`src/rtl/rx_watchdog_pkg.sv`:
```
// Purpose: shared constants for the multi-channel receiver watchdog.
// Contents: rst_cause bit positions and FSM state encoding.
// Used by: rx_watchdog_mc (top) and its sub-modules.
package rx_watchdog_pkg;

  // Bit positions inside rst_cause
  localparam int CAUSE_DC   = 0;
  localparam int CAUSE_LEN  = 1;
  localparam int CAUSE_TO   = 2;
  localparam int NUM_CAUSES = 3;

  // Watchdog FSM encoding
  localparam logic [1:0] ST_IDLE    = 2'd0;
  localparam logic [1:0] ST_PULSE   = 2'd1;
  localparam logic [1:0] ST_HOLDOFF = 2'd2;

endpackage

```
`src/rtl/dc_sign_window.sv`:
```
// Purpose: per-channel sign-balance counters for the DC/stuck-sign check.
// Ports: clock/reset; clr_i aborts the window; strobe_i counts a sample;
//   close_i marks the last sample of the window; sample_i = {I, Q};
//   dc_th_i threshold; flag_o = DC verdict including the current sample.
module dc_sign_window #(
  parameter int IQ_DATA_WIDTH = 16,
  parameter int WIN_LOG2      = 5
) (
  input  logic                       clock,
  input  logic                       reset,
  input  logic                       clr_i,
  input  logic                       strobe_i,
  input  logic                       close_i,
  input  logic [2*IQ_DATA_WIDTH-1:0] sample_i,
  input  logic [WIN_LOG2:0]          dc_th_i,
  output logic                       flag_o
);

  localparam logic [WIN_LOG2:0] WIN_SIZE = {1'b1, {WIN_LOG2{1'b0}}};

  logic              i_pos, q_pos;
  logic [WIN_LOG2:0] pos_i_q, pos_i_d, pos_q_q, pos_q_d;
  logic [WIN_LOG2:0] pos_i_nx, pos_q_nx;
  logic [WIN_LOG2+1:0] lo_lim;
  logic              lo_ok;
  logic              hit_i, hit_q;

  // Only the sign bits matter; magnitude bits are deliberately ignored.
  logic unused_mag;
  assign unused_mag = ^{sample_i[2*IQ_DATA_WIDTH-2:IQ_DATA_WIDTH],
                        sample_i[IQ_DATA_WIDTH-2:0]};

  assign i_pos = ~sample_i[2*IQ_DATA_WIDTH-1];
  assign q_pos = ~sample_i[IQ_DATA_WIDTH-1];

  // Counts as they stand once the current sample is included, so the
  // verdict at close covers all 2^WIN_LOG2 samples of the window.
  assign pos_i_nx = pos_i_q + {{WIN_LOG2{1'b0}}, strobe_i & i_pos};
  assign pos_q_nx = pos_q_q + {{WIN_LOG2{1'b0}}, strobe_i & q_pos};

  // Lower bound 2^W - dc_th; one extra bit so an out-of-range threshold
  // goes negative and disables the "too few positives" test instead of wrapping.
  assign lo_lim = {1'b0, WIN_SIZE} - {1'b0, dc_th_i};
  assign lo_ok  = ~lo_lim[WIN_LOG2+1];

  assign hit_i  = (pos_i_nx >= dc_th_i) | (lo_ok & ({1'b0, pos_i_nx} <= lo_lim));
  assign hit_q  = (pos_q_nx >= dc_th_i) | (lo_ok & ({1'b0, pos_q_nx} <= lo_lim));
  assign flag_o = hit_i | hit_q;

  always_comb begin
    pos_i_d = pos_i_q;
    pos_q_d = pos_q_q;
    if (clr_i || close_i) begin
      pos_i_d = '0;
      pos_q_d = '0;
    end else if (strobe_i) begin
      pos_i_d = pos_i_nx;
      pos_q_d = pos_q_nx;
    end
  end

  always_ff @(posedge clock or posedge reset) begin
    if (reset) begin
      pos_i_q <= '0;
      pos_q_q <= '0;
    end else begin
      pos_i_q <= pos_i_d;
      pos_q_q <= pos_q_d;
    end
  end

endmodule

```
`src/rtl/rx_watchdog_mc.sv`:
```
// Purpose: multi-channel receiver watchdog (DC/stuck-sign, SIG over-length,
//   demod timeout) driving a fixed-length receiver reset plus hold-off.
// Ports: clock/reset; enable, demod_is_ongoing, sample_in(+_strobe), SIG
//   length inputs, thresholds/modes, cause_clear; outputs receiver_rst,
//   sticky rst_cause, saturating rst_count, per-channel dc_flag.
module rx_watchdog_mc
  import rx_watchdog_pkg::*;
#(
  parameter int NUM_CH        = 2,
  parameter int IQ_DATA_WIDTH = 16,
  parameter int LEN_WIDTH     = 16,
  parameter int WIN_LOG2      = 5,
  parameter int RST_PULSE_LEN = 4,
  parameter int TO_WIDTH      = 24
) (
  input  logic                              clock,
  input  logic                              reset,
  input  logic                              enable,
  input  logic                              demod_is_ongoing,
  input  logic [2*IQ_DATA_WIDTH*NUM_CH-1:0] sample_in,
  input  logic                              sample_in_strobe,
  input  logic [LEN_WIDTH-1:0]              signal_len,
  input  logic                              sig_valid,
  input  logic [LEN_WIDTH-1:0]              max_signal_len_th,
  input  logic [WIN_LOG2:0]                 dc_th,
  input  logic                              dc_mode,
  input  logic [TO_WIDTH-1:0]               demod_timeout_th,
  input  logic [15:0]                       holdoff_len,
  input  logic                              cause_clear,
  output logic                              receiver_rst,
  output logic [2:0]                        rst_cause,
  output logic [15:0]                       rst_count,
  output logic [NUM_CH-1:0]                 dc_flag
);

  localparam logic [WIN_LOG2:0] WIN_SIZE = {1'b1, {WIN_LOG2{1'b0}}};
  localparam int                PW       = (RST_PULSE_LEN > 1) ? $clog2(RST_PULSE_LEN) : 1;
  localparam logic [PW-1:0]     PULSE_LAST = PW'(RST_PULSE_LEN - 1);

  logic [1:0]            state_q, state_d;
  logic [WIN_LOG2-1:0]   win_cnt_q, win_cnt_d;
  logic [NUM_CH-1:0]     dc_flag_q, dc_flag_d;
  logic [TO_WIDTH-1:0]   to_cnt_q, to_cnt_d;
  logic [PW-1:0]         pulse_cnt_q, pulse_cnt_d;
  logic [15:0]           ho_cnt_q, ho_cnt_d;
  logic [2:0]            cause_q, cause_d;
  logic [15:0]           count_q, count_d;
  logic                  rst_q;

  logic                  win_active, win_clr, win_close;
  logic [NUM_CH-1:0]     flags_now;
  logic                  dc_en, dc_hit;
  logic [TO_WIDTH:0]     to_inc;
  logic                  ho_done;
  logic [NUM_CAUSES-1:0] causes;
  logic                  accept;

  // DC window only runs while checking is allowed and nothing is in progress;
  // otherwise it is held at zero so a fresh window starts afterwards.
  assign win_active = enable && (state_q == ST_IDLE);
  assign win_clr    = ~win_active;
  assign win_close  = win_active && sample_in_strobe && (win_cnt_q == '1);

  for (genvar k = 0; k < NUM_CH; k++) begin : g_ch
    dc_sign_window #(
      .IQ_DATA_WIDTH(IQ_DATA_WIDTH),
      .WIN_LOG2     (WIN_LOG2)
    ) u_win (
      .clock   (clock),
      .reset   (reset),
      .clr_i   (win_clr),
      .strobe_i(sample_in_strobe),
      .close_i (win_close),
      .sample_i(sample_in[2*IQ_DATA_WIDTH*k +: 2*IQ_DATA_WIDTH]),
      .dc_th_i (dc_th),
      .flag_o  (flags_now[k])
    );
  end

  assign dc_en  = (dc_th != '0) && (dc_th <= WIN_SIZE);
  assign dc_hit = dc_mode ? (&flags_now) : (|flags_now);

  // Extra bit keeps to_cnt+1 from wrapping into a false match.
  assign to_inc = {1'b0, to_cnt_q} + 1'b1;

  assign causes[CAUSE_DC]  = win_close && dc_en && dc_hit;
  assign causes[CAUSE_LEN] = sig_valid && (max_signal_len_th != '0) &&
                             (signal_len > max_signal_len_th);
  assign causes[CAUSE_TO]  = sample_in_strobe && demod_is_ongoing &&
                             (demod_timeout_th != '0) &&
                             (to_inc == {1'b0, demod_timeout_th});

  assign accept  = (state_q == ST_IDLE) && (|causes);
  assign ho_done = ({1'b0, ho_cnt_q} + 17'd1) >= {1'b0, holdoff_len};

  always_comb begin
    win_cnt_d = win_cnt_q;
    if (!win_active)           win_cnt_d = '0;
    else if (sample_in_strobe) win_cnt_d = win_cnt_q + 1'b1;  // wraps to 0 at close
  end

  assign dc_flag_d = win_close ? flags_now : dc_flag_q;

  always_comb begin
    to_cnt_d = to_cnt_q;
    if (accept || !demod_is_ongoing) to_cnt_d = '0;
    else if (sample_in_strobe)       to_cnt_d = to_cnt_q + 1'b1;
  end

  always_comb begin
    state_d     = state_q;
    pulse_cnt_d = pulse_cnt_q;
    ho_cnt_d    = ho_cnt_q;
    case (state_q)
      ST_IDLE: begin
        if (accept) begin
          state_d     = ST_PULSE;
          pulse_cnt_d = '0;
        end
      end
      ST_PULSE: begin
        if (pulse_cnt_q == PULSE_LAST) begin
          ho_cnt_d = '0;
          state_d  = (holdoff_len == 16'd0) ? ST_IDLE : ST_HOLDOFF;
        end else begin
          pulse_cnt_d = pulse_cnt_q + 1'b1;
        end
      end
      ST_HOLDOFF: begin
        if (sample_in_strobe) begin
          if (ho_done) state_d  = ST_IDLE;
          else         ho_cnt_d = ho_cnt_q + 16'd1;
        end
      end
      default: state_d = ST_IDLE;
    endcase
  end

  // Clear happens before set so a same-cycle trigger survives cause_clear.
  always_comb begin
    cause_d = cause_clear ? 3'b000 : cause_q;
    if (accept) cause_d = cause_d | causes;
  end

  always_comb begin
    count_d = count_q;
    if (accept && (count_q != 16'hFFFF)) count_d = count_q + 16'd1;
  end

  always_ff @(posedge clock or posedge reset) begin
    if (reset) begin
      state_q     <= ST_IDLE;
      win_cnt_q   <= '0;
      dc_flag_q   <= '0;
      to_cnt_q    <= '0;
      pulse_cnt_q <= '0;
      ho_cnt_q    <= '0;
      cause_q     <= '0;
      count_q     <= '0;
      rst_q       <= 1'b0;
    end else begin
      state_q     <= state_d;
      win_cnt_q   <= win_cnt_d;
      dc_flag_q   <= dc_flag_d;
      to_cnt_q    <= to_cnt_d;
      pulse_cnt_q <= pulse_cnt_d;
      ho_cnt_q    <= ho_cnt_d;
      cause_q     <= cause_d;
      count_q     <= count_d;
      rst_q       <= (state_d == ST_PULSE);
    end
  end

  assign receiver_rst = rst_q;
  assign rst_cause    = cause_q;
  assign rst_count    = count_q;
  assign dc_flag      = dc_flag_q;

endmodule

```
`config.mk`:
```
export PLATFORM = sky130hd
export DESIGN_NAME = rx_watchdog_mc
export DESIGN_NICKNAME = d
export VERILOG_FILES = /design/src/rtl/rx_watchdog_pkg.sv /design/src/rtl/dc_sign_window.sv /design/src/rtl/rx_watchdog_mc.sv
export SDC_FILE = /design/constraint.sdc
export NUM_CORES = 1
export LEC_CHECK = 0
export ABC_AREA = 1
export BUFFER_PORTS_ARGS = -buffer_cell sky130_fd_sc_hd__buf_2
export CORE_MARGIN = 1.5
export CORE_UTILIZATION = 61
export CTS_CLUSTER_DIAMETER = 100
export DETAILED_ROUTE_END_ITERATION = 7
export PLACE_DENSITY = 0.83
export SETUP_SLACK_MARGIN = 0.1
export SYNTH_ARGS = -nofsm -noshare
export SYNTH_HDL_FRONTEND = slang
export SYNTH_SLANG_ARGS = --single-unit
```
`constraint.sdc`:
```
create_clock -name clock -period 6.75 [get_ports clock]
set_input_delay 0.3375 -clock clock [delete_from_list [all_inputs] [get_ports clock]]
set_output_delay 0.3375 -clock clock [all_outputs]
set_load 0.02 [all_outputs]
```
==> results.txt <==
----------------------------------------------------
[Status]
  Outcome ... finished clean

[Detailed routing]
  1st-pass router iterations ... 5
  Detail-routed net length per standard cell ... approximately 13 um
  Residual DRC ... 0
  Antenna-violating nets left ... 0
  Iteration-0 DRC count of the detailed router ... slightly below 500
  Post-Route WL ... 20.6 mm
  Vias per cell ... 5.50
  Total via count in the routed design ... 8,530

[Yosys]
  Count of synthesis-stage warnings from yosys ... 0
  Net Count, Synth ... 1,505
  Top cell type by total area after synthesis ... sky130_fd_sc_hd__dfrtp_1
  Part of the Yosys area used for sequential elements ... 0.278
  Number of enable-type register cells in the synthesized netlist ... 0
  Top flip-flop cell by instance count after synthesis ... sky130_fd_sc_hd__dfrtp_1
  Yosys top cell area share ... 0.278
  Unique cell type count in the Yosys netlist ... 40
  Number of synthesized register bits ... 95
  Post-synthesis instance total ... 1,264
  Cell with the most instances after synthesis ... sky130_fd_sc_hd__nand2_1
  Cell area after technology mapping ... around 8600 sq um
  Leading cell types by total area after synthesis ... sky130_fd_sc_hd__dfrtp_1, sky130_fd_sc_hd__nand2_1, sky130_fd_sc_hd__ha_1
  Proportion of register bits with asynchronous set or reset after synthesis ... 1.00
  Cell types with the highest counts after synthesis ... sky130_fd_sc_hd__nand2_1, sky130_fd_sc_hd__inv_1, sky130_fd_sc_hd__nand3_1
  Post-Syn Area per Cell ... 6.77 sq um

[Setup path]
  Kind of cell adding the most delay to the critical path ... simple AND/OR/NAND/NOR gates
  CP max-delay cell ... sky130_fd_sc_hd__a21oi_4
  Max FO, Critical Path ... 25
  Worst Path Required ... 7040 ps
  Peak per-stage delay on the critical path ... between 500 and 600 ps
  Worst Path Buf+Inv ... 5
  Signal arrival time at the worst endpoint ... 4890 ps
  Worst setup path class ... in2reg
  Cell repeated most along the worst path ... sky130_fd_sc_hd__nand2_1
  Type of origin of the critical path ... input pin
  Endpoint type of the worst setup path ... register

[Finish]
  Layout Cells excl Fill ... 1,551
  End-of-flow core utilization ... 0.693
  Area taken by multi-input logic gates ... 5290 sq um
  Sequential Area ... ~2400 sq um
  Number of nets in the final layout ... 1,607
  Fraction of layout instances using a drive strength above 1 ... 0.112
  Antenna Diode Count ... 0
  Layout filler cell count ... around 1,200
  Area growth from synthesis to final layout ... 11.6%

[GRT]
  Antenna violations before repair ... 1
  Via count of the first global-routing pass ... approximately 7,600
  Pin count of the biggest net entering global routing ... 66
  Total gr overflow ... 0
  Overall global routing resource usage ... 0.284
  First-pass GRT wire length ... around 34 mm

[Clock network]
  Clock tree from TritonCTS ... yes
  CTS buffer count ... 9
  Sink count of the clock tree ... 95
  Post CTS Setup Buffer Count ... 0
  Clock-pin slew on the worst setup and hold paths ... 70 ps
  Number of levels the H-tree was split into ... 3
  Clock Latency Late Sink ... 350 ps
  Clock Tree Buf Depth ... 2
  Clock Root Buffer ... sky130_fd_sc_hd__clkbuf_16
  Gates resized, CTS repair ... 0

[Power and ir drop]
  IR drop worst, VDD ... 168 uV
  Areal power density over the cells ... 156 nW/um^2
  Leak ... 0.00528 uW

[Floorplanning]
  Die outline height ... about 120 um
  Core region area ... 13,800 sq um
  Effective utilization at floorplan ... 0.621
  Die boundary width ... 121 um
  Rows ... 43
  Number of top-level pins ... 172
  Floorplan die area ... 14,700 sq um

[STA]
  Accumulated negative setup slack ... 0 ps
  Max-slew violation count ... 0
  Final cycle utilization of the critical path ... 0.682
  Post-layout min period ... about 4600 ps
  Unrepaired setup endpoints after global routing ... false
  Clock Skews ... 9.28 ps
  Final setup violating endpoints ... 0
  Hold violation count in the final report ... 0
  Fmax achieved ... about 220 MHz
  Transition time at the pin with the least slew margin ... 862 ps
  Max-slew headroom ... 0.423

[Placement]
  Final RePlAce weighted congestion ... roughly 0.9
  Detailed Place HPWL ... 15.7 mm
  Placed cell count ... ~1,500
  Number of input and output port buffers inserted ... 111

[Min path]
  Worst Hold Class ... in2reg

[Flow run]
  Max Cap Viol ... 0

----------------------------------------------------
==> metrics by stage <==
stage                     hold slack [ps]  instance area (sq um)  total power (uW)  worst slack [ps]
after global placement                362                   9250               995              1960
after detailed placement              361                   9250              1010              1820
after CTS                             270                   9550              1500              2190
after floorplan                       487                   8560               891              3440
final                                 280                   9550              1490              2150
after global routing                  297                   9550              1570              1660
==> final timing paths <==
path                                       start             to  slack, ps  depth (start not counted)
max in group asynchronous                  reset   rst_cause[0]       5060                          4
min in group asynchronous                  reset   ho_cnt_q[11]        520                          3
worst min register to register      rst_cause[1]   rst_cause[1]        480                          1
worst max register to register       ho_cnt_q[0]    ho_cnt_q[8]       2720                         17
worst min-delay path                 cause_clear   rst_cause[2]        280                          4
worst max-delay path            sample_in_strobe  rst_count[10]       2150                         26
==> worst register-to-register path: stages, from the launching register on <==
cell and delay (ps):
sky130_fd_sc_hd__dfrtp_1 400, sky130_fd_sc_hd__inv_1 80, sky130_fd_sc_hd__nor3_1 180, sky130_fd_sc_hd__inv_1 70, sky130_fd_sc_hd__nor2_1 210, sky130_fd_sc_hd__nand3_1 200, sky130_fd_sc_hd__nor3_1 310, sky130_fd_sc_hd__nand3_1 120
sky130_fd_sc_hd__nor2_1 150, sky130_fd_sc_hd__xor2_1 210, sky130_fd_sc_hd__inv_1 70, sky130_fd_sc_hd__ha_1 330, sky130_fd_sc_hd__nand4_1 100, sky130_fd_sc_hd__nor4_1 310, sky130_fd_sc_hd__nand2_1 140, sky130_fd_sc_hd__nand4_1 130
sky130_fd_sc_hd__nand2_1 500, sky130_fd_sc_hd__o21ai_0 400
==> placed cells by master (no fill, tap or decap), drive strengths merged <==
master       netlist  final
a211oi             1      1
a21o               1      1
a21oi             45     45
a22o               1      1
a32o               1      1
buf               14    117
clkbuf            13     11
clkinv             4      6
clkinvlp           0      2
dfrtp             95     95
dlygate4sd3        0      1
ha                91     91
inv              199    200
mux2               1      1
nand2            321    321
nand3            139    139
nand3b            16     16
nand4             69     69
nor2             120    120
nor3              27     27
nor3b              2      2
nor4               9      9
o2111ai            2      2
o211ai             4      4
o21a               1      1
o21ai             38     38
o21bai             2      2
or2                2      2
xnor2              6      6
xor2              39     39
xor3               1      1
==> state kept, by name (all words and copies together), names as in the netlist <==
signal	count
to_cnt_q	24
ho_cnt_q	16
rst_count	16
g_ch.u_win.pos_i_q	12
g_ch.u_win.pos_q_q	12
win_cnt_q	5
rst_cause	3
dc_flag	2
pulse_cnt_q	2
state_q	2
receiver_rst	1
==> power breakdown <==
part | total [uW] | leakage (uW) | internal (uW) | switching (uW)
logic | 373 | 0.00383 | 120 | 254
clock network | 493 | 0.000132 | 263 | 230
registers | 628 | 0.00131 | 599 | 28.8
==> cell families after synthesis <==
group           Yosys count  synth area share
simple gates            705             0.372
buf+inv                 230             0.105
compound gates           96            0.0624
flops                    95             0.278
fa+ha+maj                91             0.133
xor+xnor                 46            0.0488
mux                       1           0.00132
==> cell type report <==
class / instances / area share
clock buffer: 11 / 0.0254
clock inverter: 5 / 0.00432
inverter: 203 / 0.0801
multi-input combinational: 939 / 0.554
sequential: 95 / 0.249
tap: 180 / 0.0236
timing repair buffer: 118 / 0.0639
==> timing repair <==
action                                  in CTS  in global routing
hold buffers                                 1                  0
endpoints found under the setup margin       0                  0
endpoints found under the hold margin       30                  0
==> per-layer routing <==
layer,GRT usage,routed length (um),vias to the layer above
met2,0.486,9700,266
met4,0.0676,280,2
met3,0.0428,1230,24
met1,0.379,9410,3883
met5,0,13,-
li1,-,-,4355
(Power assumes the default switching activity.)
